[config.mk]
export PLATFORM = sky130hd
export DESIGN_NAME = rmii_rx_frame_flat
export DESIGN_NICKNAME = d
export VERILOG_FILES = /design/src/rtl/rmii_rx_frame_if.sv /design/src/rtl/rmii_rx_frame.sv /design/src/flat_wrapper.sv
export SDC_FILE = /design/constraint.sdc
export NUM_CORES = 1
export LEC_CHECK = 0
export ABC_CLOCK_PERIOD_IN_PS = 9350
export CORE_ASPECT_RATIO = 1.5
export CORE_UTILIZATION = 50
export DETAILED_ROUTE_END_ITERATION = 8
export HOLD_SLACK_MARGIN = 0.08
export PLACE_DENSITY = 0.77
export RECOVER_POWER = 50
export SETUP_SLACK_MARGIN = 0.1
export SYNTH_ARGS = -nofsm -noshare
export SYNTH_HDL_FRONTEND = slang
export SYNTH_SLANG_ARGS = --single-unit
[constraint.sdc]
create_clock -name opb_clk -period 9.35 [get_ports opb_clk]
set_input_delay 1.87 -clock opb_clk [delete_from_list [all_inputs] [get_ports opb_clk]]
set_output_delay 1.87 -clock opb_clk [all_outputs]
set_load 0.05 [all_outputs]
[src/rtl/rmii_rx_frame_if.sv]
// OPB register-bus and RMII pin bundle for the RMII receive framer.
interface rmii_rx_frame_if;
  logic [31:0] opb_addr;
  logic        phy_re;
  logic [31:0] opb_do;
  logic        phy_rmii_rx_data1;
  logic        phy_rmii_rx_data0;
  logic        phy_rmii_rx_dv;
  logic        rx_irq;

  modport master (
    output opb_addr, phy_re, phy_rmii_rx_data1, phy_rmii_rx_data0, phy_rmii_rx_dv,
    input  opb_do, rx_irq
  );

  modport slave (
    input  opb_addr, phy_re, phy_rmii_rx_data1, phy_rmii_rx_data0, phy_rmii_rx_dv,
    output opb_do, rx_irq
  );
endinterface

[src/rtl/rmii_rx_frame.sv]
// RMII receive framer: preamble/SFD hunt, dibit-to-byte assembly and a tagged
// byte FIFO drained over the OPB register bus.
module rmii_rx_frame #(
  parameter int FIFO_AW = 6,
  parameter int PRE_MIN = 8
) (
  input logic            opb_clk,
  input logic            opb_rst,
  rmii_rx_frame_if.slave bus
);
  localparam int DEPTH = 1 << FIFO_AW;
  localparam int PW    = $clog2(PRE_MIN + 1);

  typedef enum logic [1:0] {IDLE, PRE, DATA, DROP} state_t;

  state_t          state, state_nxt;
  logic [1:0]      d_p0;
  logic            dv_p0;
  logic            armed;
  logic [PW-1:0]   pre_cnt;
  logic [1:0]      dib_cnt;
  logic [5:0]      sh;
  logic [7:0]      held;
  logic            held_vld;
  logic            push_req, push, pop, room, ovf_set, ovf;
  logic [9:0]      push_data, rd_ent;
  logic [9:0]      mem [DEPTH];
  logic [FIFO_AW:0] wp, rp, count;
  logic            full, empty, stat_rd;
  logic [8:0]      frames_pending;
  logic [31:0]     stat_word;

  function automatic logic [PW-1:0] pre_inc(input logic [PW-1:0] v);
    return (v >= PW'(PRE_MIN)) ? v : v + PW'(1);
  endfunction

  // Input stage p0: pins registered once
  always_ff @(posedge opb_clk) d_p0 <= {bus.phy_rmii_rx_data1, bus.phy_rmii_rx_data0};

  // armed stays low after reset until DV is seen low, so a frame in flight at release is ignored
  always_ff @(posedge opb_clk or posedge opb_rst) begin
    if (opb_rst) begin
      dv_p0 <= 1'b0;
      armed <= 1'b0;
    end else begin
      dv_p0 <= bus.phy_rmii_rx_dv;
      if (!bus.phy_rmii_rx_dv) armed <= 1'b1;
    end
  end

  assign count   = wp - rp;
  assign full    = (count == (FIFO_AW + 1)'(DEPTH));
  assign empty   = (count == '0);
  assign rd_ent  = mem[rp[FIFO_AW-1:0]];
  assign pop     = bus.phy_re && !bus.opb_addr[2] && !empty;
  assign stat_rd = bus.phy_re && bus.opb_addr[2];
  assign room    = !full || pop;
  assign push    = push_req && room;
  assign ovf_set = push_req && !room;

  always_ff @(posedge opb_clk or posedge opb_rst) begin
    if (opb_rst) state <= IDLE;
    else         state <= state_nxt;
  end

  always_comb begin
    state_nxt = state;
    push_req  = 1'b0;
    push_data = '0;
    case (state)
      IDLE: if (dv_p0) state_nxt = (armed && d_p0 == 2'b01) ? PRE : DROP;
      PRE: begin
        if (!dv_p0)                state_nxt = IDLE;
        else if (d_p0 == 2'b11)    state_nxt = (pre_cnt >= PW'(PRE_MIN)) ? DATA : DROP;
        else if (d_p0 != 2'b01)    state_nxt = DROP;
      end
      DATA: begin
        if (!dv_p0) begin
          state_nxt = IDLE;
          if (held_vld) begin
            push_req  = 1'b1;
            push_data = {dib_cnt != 2'd0, 1'b1, held};
          end
        end else if (dib_cnt == 2'd3 && held_vld) begin
          push_req  = 1'b1;
          push_data = {2'b00, held};
        end
      end
      DROP: if (!dv_p0) state_nxt = IDLE;
      default: state_nxt = IDLE;
    endcase
    // an overflow abandons the frame; if DV already dropped there is nothing left to skip
    if (ovf_set) state_nxt = dv_p0 ? DROP : IDLE;
  end

  always_ff @(posedge opb_clk or posedge opb_rst) begin
    if (opb_rst) begin
      pre_cnt  <= '0;
      dib_cnt  <= '0;
      held_vld <= 1'b0;
    end else begin
      case (state)
        IDLE: begin
          pre_cnt  <= (d_p0 == 2'b01) ? PW'(1) : '0;
          dib_cnt  <= '0;
          held_vld <= 1'b0;
        end
        PRE: begin
          if (d_p0 == 2'b01) pre_cnt <= pre_inc(pre_cnt);
          dib_cnt <= '0;
        end
        DATA: begin
          if (dv_p0) begin
            dib_cnt <= dib_cnt + 2'd1;
            if (dib_cnt == 2'd3) held_vld <= 1'b1;
          end else begin
            dib_cnt  <= '0;
            held_vld <= 1'b0;
          end
        end
        default: begin
          dib_cnt  <= '0;
          held_vld <= 1'b0;
        end
      endcase
    end
  end

  // Assembly stage p1: LSB dibit first, the fourth dibit completes the byte
  always_ff @(posedge opb_clk) begin
    if (state == DATA && dv_p0) begin
      sh <= {d_p0, sh[5:2]};
      if (dib_cnt == 2'd3) held <= {d_p0, sh};
    end
  end

  always_ff @(posedge opb_clk) if (push) mem[wp[FIFO_AW-1:0]] <= push_data;

  assign stat_word = {12'b0, ovf, full, empty, frames_pending, 8'(count)};

  // Register stage p2: FIFO pointers, frame accounting and OPB read data
  always_ff @(posedge opb_clk or posedge opb_rst) begin
    if (opb_rst) begin
      wp             <= '0;
      rp             <= '0;
      frames_pending <= '0;
      ovf            <= 1'b0;
      bus.opb_do     <= '0;
    end else begin
      if (push) wp <= wp + 1'b1;
      if (pop)  rp <= rp + 1'b1;
      case ({push && push_data[8], pop && rd_ent[8]})
        2'b10:   frames_pending <= frames_pending + 9'd1;
        2'b01:   frames_pending <= frames_pending - 9'd1;
        default: ;
      endcase
      if (ovf_set)      ovf <= 1'b1;
      else if (stat_rd) ovf <= 1'b0;
      if (bus.phy_re) begin
        if (bus.opb_addr[2]) bus.opb_do <= stat_word;
        else if (!empty)     bus.opb_do <= {1'b1, 21'b0, rd_ent};
        else                 bus.opb_do <= '0;
      end
    end
  end

  assign bus.rx_irq = (frames_pending != 9'd0);
endmodule

[src/flat_wrapper.sv]
// flat-port wrapper written by rule: the top's interface ports become plain ports
module rmii_rx_frame_flat 
#(
  parameter int FIFO_AW = 6,
  parameter int PRE_MIN = 8
)
  (opb_clk, opb_rst, bus_opb_addr, bus_phy_re, bus_phy_rmii_rx_data1, bus_phy_rmii_rx_data0, bus_phy_rmii_rx_dv, bus_opb_do, bus_rx_irq);
  rmii_rx_frame_if bus_i ();
  input logic opb_clk;
  input logic opb_rst;
  input wire logic [$bits(bus_i.opb_addr)-1:0] bus_opb_addr;
  input wire logic [$bits(bus_i.phy_re)-1:0] bus_phy_re;
  input wire logic [$bits(bus_i.phy_rmii_rx_data1)-1:0] bus_phy_rmii_rx_data1;
  input wire logic [$bits(bus_i.phy_rmii_rx_data0)-1:0] bus_phy_rmii_rx_data0;
  input wire logic [$bits(bus_i.phy_rmii_rx_dv)-1:0] bus_phy_rmii_rx_dv;
  output wire logic [$bits(bus_i.opb_do)-1:0] bus_opb_do;
  output wire logic [$bits(bus_i.rx_irq)-1:0] bus_rx_irq;
  assign bus_i.opb_addr = bus_opb_addr;
  assign bus_i.phy_re = bus_phy_re;
  assign bus_i.phy_rmii_rx_data1 = bus_phy_rmii_rx_data1;
  assign bus_i.phy_rmii_rx_data0 = bus_phy_rmii_rx_data0;
  assign bus_i.phy_rmii_rx_dv = bus_phy_rmii_rx_dv;
  assign bus_opb_do = bus_i.opb_do;
  assign bus_rx_irq = bus_i.rx_irq;
  rmii_rx_frame #(.FIFO_AW(FIFO_AW), .PRE_MIN(PRE_MIN)) u_core (.opb_clk(opb_clk), .opb_rst(opb_rst), .bus(bus_i));
endmodule
==> summary.md, run 1 <==
| Metric | Value |
|---|---|
| Top cells by area, synth | edfxtp_1, mux4_2, dfrtp_1, mux2i_1, nor3_1 |
| CTS resizes | 0 |
| Global-route wire length before repair | 96,400 um |
| Max-slew violation total from the final report | 676 |
| Register bit total from synthesis | 712 |
| GR Util All Layers | 0.229 |
| CTS clk-pin slew, worst paths | 0.07 ns |
| CTS Buffer Depth | 3 |
| Core Rows | 106 |
| Post CTS Setup Buffer Count | 0 |
| Status | finished with violations |
| Die Y-Extent | 295 um |
| Endpoints failing hold | 0 |
| Delay-heaviest family, CP | buffers and inverters |
| Critical-path cell list | and2b_1, nand2_1, nor2_4, clkbuf_1, nand2_1, ha_1, xor2_1, ha_1, nor3b_1, o21ai_0, a21boi_0, nor2_1, o21ai_0, a21oi_1, xnor2_1 |
| Crit Reg-Reg Startpoint | u_core.state[0] |
| Crit Path Category | reg -> reg |
| Leak pwr | 12.0 nW |
| # clock sinks | 712 |
| Core Util, Final | 0.570 |
| Most common cell after layout, fill and taps aside | edfxtp_1 |
| Post-synth EDFFs | 654 |
| DP Cell Count | 2,294 |
| PD cells | 244 nW/um2 |
| Distinct cell type count after synthesis | 67 |
| Final ANT Viol Nets | 0 |
| DR vias | 14,740 |
| Synthesized instance count | 1,514 |
| Starting DRT DRC Count | 1,778 |
| Core Region | 56,100 um2 |
| Time the worst path needs with I/O delays and setup | 6.03 ns |
| # DRC | 0 |
| CTS hold repair buffers | 0 |
| Die area | 58,100 um2 |
| Worst Path Required | 9.83 ns |
| Drt first pass iters | 5 |
| Yosys warning count | 0 |
| Setup TNS | 0 ns |
| H-tree levels | 2 |
| Crit-path max FO | 65 |
| Initial antenna violation count | 0 |
| I/O pin count | 71 |
| Maxcap violations | 11 |
| Die W | 197 um |
| Max Freq | 0.166 GHz |
| Post-route cell area | 32,000 um2 |
| Mapped cell area | 28,600 um2 |
| Worst Tran Pin Value | 3.33 ns |
| Fin crit share | 0.645 |
| Grt total ovfl | 0 |
| CTS tree | done |
| Clock Skew | 0.0232 ns |
| Crit. Startpoint | u_core.state[0] |
| Largest net degree at the start of global routing | 71 |
| Violated checks | max-capacitance violations, max-slew violations |
| Slowest stage delay, CP | 2.21 ns |
| Area leader, netlist | edfxtp_1 |
| Placement Cell Area | 29,900 um2 |
| RSZ-0062 raised after global routing | no |
| ANT cells | 0 |
| Flop2flop setup slack | 3.32 ns |
| Power, Total | 7.78 mW |
| Critical Path Source Type | flop |
| Synth-to-layout area growth | 11.9% |
| CP bufs+invs | 1 |
| Post-DR wirelength/cell | 26.9 um |
| Clock Latency Late Sink | 0.61 ns |
| Nets | 1,654 |
| Vias in the first global route | 15,011 |
| Syn avg cell area | 18.9 um2 |
| Arrival @ worst endpoint | 6.51 ns |
| CTS root buf | clkbuf_16 |
| Slew HR | -1.22 |
| CP max stage cell | clkbuf_1 |
| Synth Flop Type | edfxtp_1 |
| Layout cell share with drive strength beyond 1 | 0.206 |
| Min-Delay Path Class | reg -> reg |
| Peak supply drop | 0.207 mV |
| Vias/cell | 6.13 |
| Crit end category | flop |
| Post-route insts no fill | 2,403 |
| Fraction of registers with async set/reset | 0.0787 |
| Post-DP HPWL | 40,100 um |
| DRT Wirelength | 64,600 um |
| Initial core utilization | 0.509 |
| PortBufs | 28 |
| Top cell type's share of synthesized area | 0.688 |
| Most frequent cells in the layout | edfxtp_1, mux4_2, buf_4 |
| GP Congestion | 0.872 |
| CTS buffer count | 59 |
| Finish-stage setup viols | 0 |
| Hold Startpoint | u_core.sh[0] |
| Seq/Total Area, Yosys | 0.738 |
logic make-up (layout without fill, tap and decap cells):
logic type | after synthesis | count (layout) | share of synthesized area
and+or+nand+nor | 268 | 268 | 0.0454
buffers and inverters | 124 | 247 | 0.0238
adders and majority gates | 17 | 17 | 0.00771
other | 1 | 11 | 0.000131
xor gates and xnor gates | 27 | 27 | 0.00854
DFF | 712 | 712 | 0.738
muxes | 203 | 203 | 0.137
AOI/OAI and AO/OA | 162 | 162 | 0.0391
synthesized netlist by cell type (all sizes together) (4+ instances only):
master and count:
nor2b 4, nor3b 4, ha 16, nand2b 8, and3 9, nand2 68, and2 11, mux4 151
nand4 4, a21oi 30, nand3 18, nor3 62, o211ai 6, xor2 13, clkbuf 36, nor2 59
dfrtp 56, xnor2 14, o21ai 35, mux2i 50, inv 24, a221oi 14, o22ai 10, edfxtp 654
or3 9, a22oi 20, o31ai 6, a22o 5, nand3b 4, buf 62, o221ai 9
cell type report:
type	instances	area [um2]
well taps	756	946
clock inverters	46	576
fillers	4021	24100
repair buffers	112	890
multi-input cells	688	6860
inverters	26	97.6
flip-flops and latches	712	21100
clock buffers	63	1490
metrics by stage:
step                      hold slack, ns  setup WS, ns
after floorplan                    0.400          4.53
after global placement             0.402          3.55
after global routing               0.430          2.83
after detailed placement           0.406          3.39
after CTS                          0.422          3.70
final                              0.421          3.32
report_power, final:
part / internal [mW] / switching (mW) / leakage [nW]
Combinational: 0.565 / 0.931 / 2.73
Sequential: 3.49 / 0.186 / 8.28
Clock: 1.49 / 1.12 / 0.979
Total: 5.55 / 2.24 / 12.0
state kept, by name, indices dropped and copies added (netlist names), 2 cells and up:
register               flops
u_core.dib_cnt             2
u_core.sh                  6
u_core.held                8
u_core.mem               640
u_core.pre_cnt             4
u_core.d_p0                2
u_core.frames_pending      9
u_core.wp                  7
u_core.bus.opb_do         21
u_core.rp                  7
u_core.state               2
metal layers:
metal  global-route usage  up-vias  share of wire
met5                    0        -              0
met4                0.144        0          0.071
met3               0.0277      191          0.062
met2                0.395      686           0.52
met1                0.274     7608           0.35
li1                     -     6255              -
path summary, 6_finish.rpt:
| kind | endpoint | cells after the start |
|---|---|---|
| min in group asynchronous | u_core.frames_pending[6] | 3 |
| hold reg to reg | u_core.held[0] | 0 |
| setup / recovery | u_core.frames_pending[8] | 15 |
| max in group asynchronous | u_core.rp[1] | 3 |
| setup reg to reg | u_core.frames_pending[8] | 15 |
| hold / removal | u_core.held[0] | 0 |
Power figures use the tool's default switching activity.
==> run 2: changes to the inputs <==
- ABC_CLOCK_PERIOD_IN_PS: 9350 -> 4800
- PLACE_DENSITY: 0.77 -> 0.79
- clock period: 9.35 -> 4.8 ns (I/O delays scaled with it)
==> run 2 against run 1 <==
The flow still finishes with violations (max-capacitance violations, max-slew violations). Clock skew grew 0.0052 ns. Via count increased by 1.7%. Design area is 0.65% higher. Combinational power up 140%. Flip-flop and latch count unchanged. Routed wire length is 0.12% higher. Register-to-register slack worse by 2.9 ns.
==> summary.md, run 2 (synthesis gave the netlist of run 1 again) <==
| Metric | Value |
|---|---|
| Status | finished with violations |
| Violated checks | max-capacitance violations, max-slew violations |
| Finish-stage setup viols | 0 (unchanged) |
| Initial core utilization | 0.509 (unchanged) |
| Nets | 1,677 (+1.4%) |
| Fin worst setup slack | 0.446 ns (-2.87 ns) |
| Max reg flops | 640 (unchanged) |
| Largest net degree at the start of global routing | 65 (-8.5%) |
| Most frequent cells in the layout | edfxtp_1, mux4_2, buf_4 |
| Critical Path Source Type | flop |
| Synth-to-layout area growth | 12.6% |
| CTS tree | done |
| Max Freq | 0.230 GHz (+38%) |
| I/O pin count | 71 (unchanged) |
| Global-route wire length before repair | 96,300 um (-0.14%) |
| Fin crit share | 0.907 (+0.262) |
| Clock Latency Late Sink | 0.62 ns (about the same) |
| Final ANT Viol Nets | 0 (unchanged) |
| GR Util All Layers | 0.227 (-0.00205) |
| GP Congestion | 0.911 (+4.5%) |
| Max-slew violation total from the final report | 518 (-23%) |
| Vias/cell | 6.18 (+0.74%) |
| Placement Cell Area | 30,100 um2 (+0.65%) |
| Slew HR | -1.07 (+0.150) |
| CTS root buf | clkbuf_16 |
| Peak supply drop | 0.351 mV (+69%) |
| DR vias | 14,997 (+1.7%) |
| Crit Reg-Reg Startpoint | u_core.rp[0] |
| Time the worst path needs with I/O delays and setup | 4.35 ns (-1.68 ns) |
| Reg2reg path depth | 17 (+2) |
| CTS Buffer Depth | 3 (unchanged) |
| Worst R2R End | u_core.frames_pending[8] |
| Post-DR wirelength/cell | 26.7 um (-0.87%) |
| H-tree levels | 2 (unchanged) |
| Layout filler cell count | 3,917 (-2.6%) |
| Arrival @ worst endpoint | 4.88 ns (-1.63 ns) |
| Die Y-Extent | 295 um (unchanged) |
| Drt first pass iters | 6 (+1) |
| DRT Wirelength | 64,700 um (+0.12%) |
| Starting DRT DRC Count | 1,796 (+1.0%) |
| Worst Path Required | 5.32 ns (-4.51 ns) |
| Flop2flop setup slack | 0.45 ns (-2.87 ns) |
| CTS clk-pin slew, worst paths | 0.07 ns (about the same) |
| RSZ-0062 raised after global routing | no |
| Clock Skew | 0.0283 ns (+0.00517 ns) |
| PortBufs | 28 (unchanged) |
| Initial antenna violation count | 2 (+2) |
| Crit-path max FO | 31 (-52%) |
| Setup TNS | 0 ns (unchanged) |
| Die W | 197 um (unchanged) |
| PD cells | 486 nW/um2 (+99%) |
| CTS buffer count | 59 (unchanged) |
| Crit path to | u_core.frames_pending[8] |
| # clock sinks | 712 (unchanged) |
| Core Region | 56,100 um2 (unchanged) |
| Worst Tran Pin Value | 3.10 ns (-0.225 ns) |
| Worst slack, placed | 0.407 ns (-2.99 ns) |
| Post-DP HPWL | 40,400 um (+0.66%) |
| Crit. Startpoint | u_core.rp[0] |
| Vias in the first global route | 15,143 (+0.88%) |
| Most common cell after layout, fill and taps aside | edfxtp_1 |
| Leak pwr | 11.8 nW (-1.6%) |
| # DRC | 0 (unchanged) |
| Crit Path Category | reg -> reg |
| Grt total ovfl | 0 (unchanged) |
| Die area | 58,100 um2 (unchanged) |
| Layout cell share with drive strength beyond 1 | 0.218 (+0.0120) |
| Core Rows | 106 (unchanged) |
| Post-route cell area | 32,200 um2 (+0.65%) |
| Maxcap violations | 10 (-1) |
| ANT cells | 0 (unchanged) |
| Crit end category | flop |
| Endpoints failing hold | 0 (unchanged) |
| Min-Delay Path Class | reg -> reg |
## run 2: changes by cell type in the layout (fill, tap and decap cells not counted), moves of 3 or more
cell | before | now
buf_4 | 74 | 96
clkdlybuf4s50_1 | 23 | 2
dlygate4sd3_1 | 5 | 26
and2_1 | 2 | 6
and2_2 | 4 | 0
clkbuf_2 | 0 | 4
clkinvlp_4 | 10 | 6
clkinv_1 | 14 | 11
## run 2: area by class of cell
type | instances | area [um2] | area share
clock inverter | 39 | 484 | 0.0151
inverter | 26 | 97.6 | 0.00303
clock buffer | 71 | 1580 | 0.0493
multi-input combinational | 688 | 6860 | 0.213
tap | 756 | 946 | 0.0294
sequential | 712 | 21100 | 0.656
timing repair buffer | 135 | 1100 | 0.0341
## run 2: metrics by stage
step / hold slack (ns) / util / total power, mW / instances
finish: 0.422 / 0.573 / 15.6 / 2427
detailed placement: 0.407 / 0.537 / 10.6 / 2317
CTS: 0.424 / 0.574 / 15.7 / 2427
floorplan: 0.400 / - / 9.60 / 1524
global placement: 0.404 / 0.537 / 10.6 / 2317
global route: 0.439 / 0.573 / 16.1 / 2427
## run 2: how the worst min path moves through the flow
| stage | startpoint | endpoint | slack, ns | cells after the start |
|---|---|---|---|---|
| final | u_core.sh[0] | u_core.held[0] | 0.42 | 0 |
| after global routing | u_core.sh[0] | u_core.held[0] | 0.44 | 0 |
| after CTS | u_core.sh[0] | u_core.held[0] | 0.42 | 0 |
| after detailed placement | u_core.sh[0] | u_core.held[0] | 0.41 | 0 |
| after global placement | u_core.sh[0] | u_core.held[0] | 0.40 | 0 |
| after floorplan | u_core.sh[0] | u_core.held[0] | 0.40 | 0 |
## run 2: worst max-delay path, stage by stage, from the launching register on
cell,delay (ns)
dfrtp_4,0.52
buf_4,0.53
mux4_2,0.59
o22ai_1,0.29
o22ai_1,0.15
o22ai_1,0.16
buf_4,0.19
nor3_2,0.06
ha_1,0.22
xor2_1,0.16
ha_1,0.21
and3b_1,0.18
o21ai_0,0.21
a21boi_1,0.16
nor2_1,0.14
o21ai_0,0.10
a21oi_1,0.21
xnor2_1,0.15
## run 2: what timing repair did
action                                 4_1_cts  5_1_grt
gates resized for setup                      0        3
endpoints found under the hold margin        0        0
setup buffers                                0        0
setup endpoints to repair                    0        4
hold buffers                                 0        0
## run 2: where the power goes
| part | internal, mW | switching, mW | total, mW |
|---|---|---|---|
| sequential | 6.79 | 0.180 | 6.97 |
| clock | 2.90 | 2.20 | 5.11 |
| combinational | 1.35 | 2.19 | 3.54 |
| total | 11.1 | 4.57 | 15.6 |
## run 2: routing by layer
metal  routed length, um  global-route usage  vias up  part of all wire
met5                  28                   0        -           0.00043
met4                4210               0.139        4             0.065
met3                4840              0.0310      202             0.075
met2               33100               0.388      825              0.51
met1               22500               0.274     7658              0.35
li1                    -                   -     6308                 -
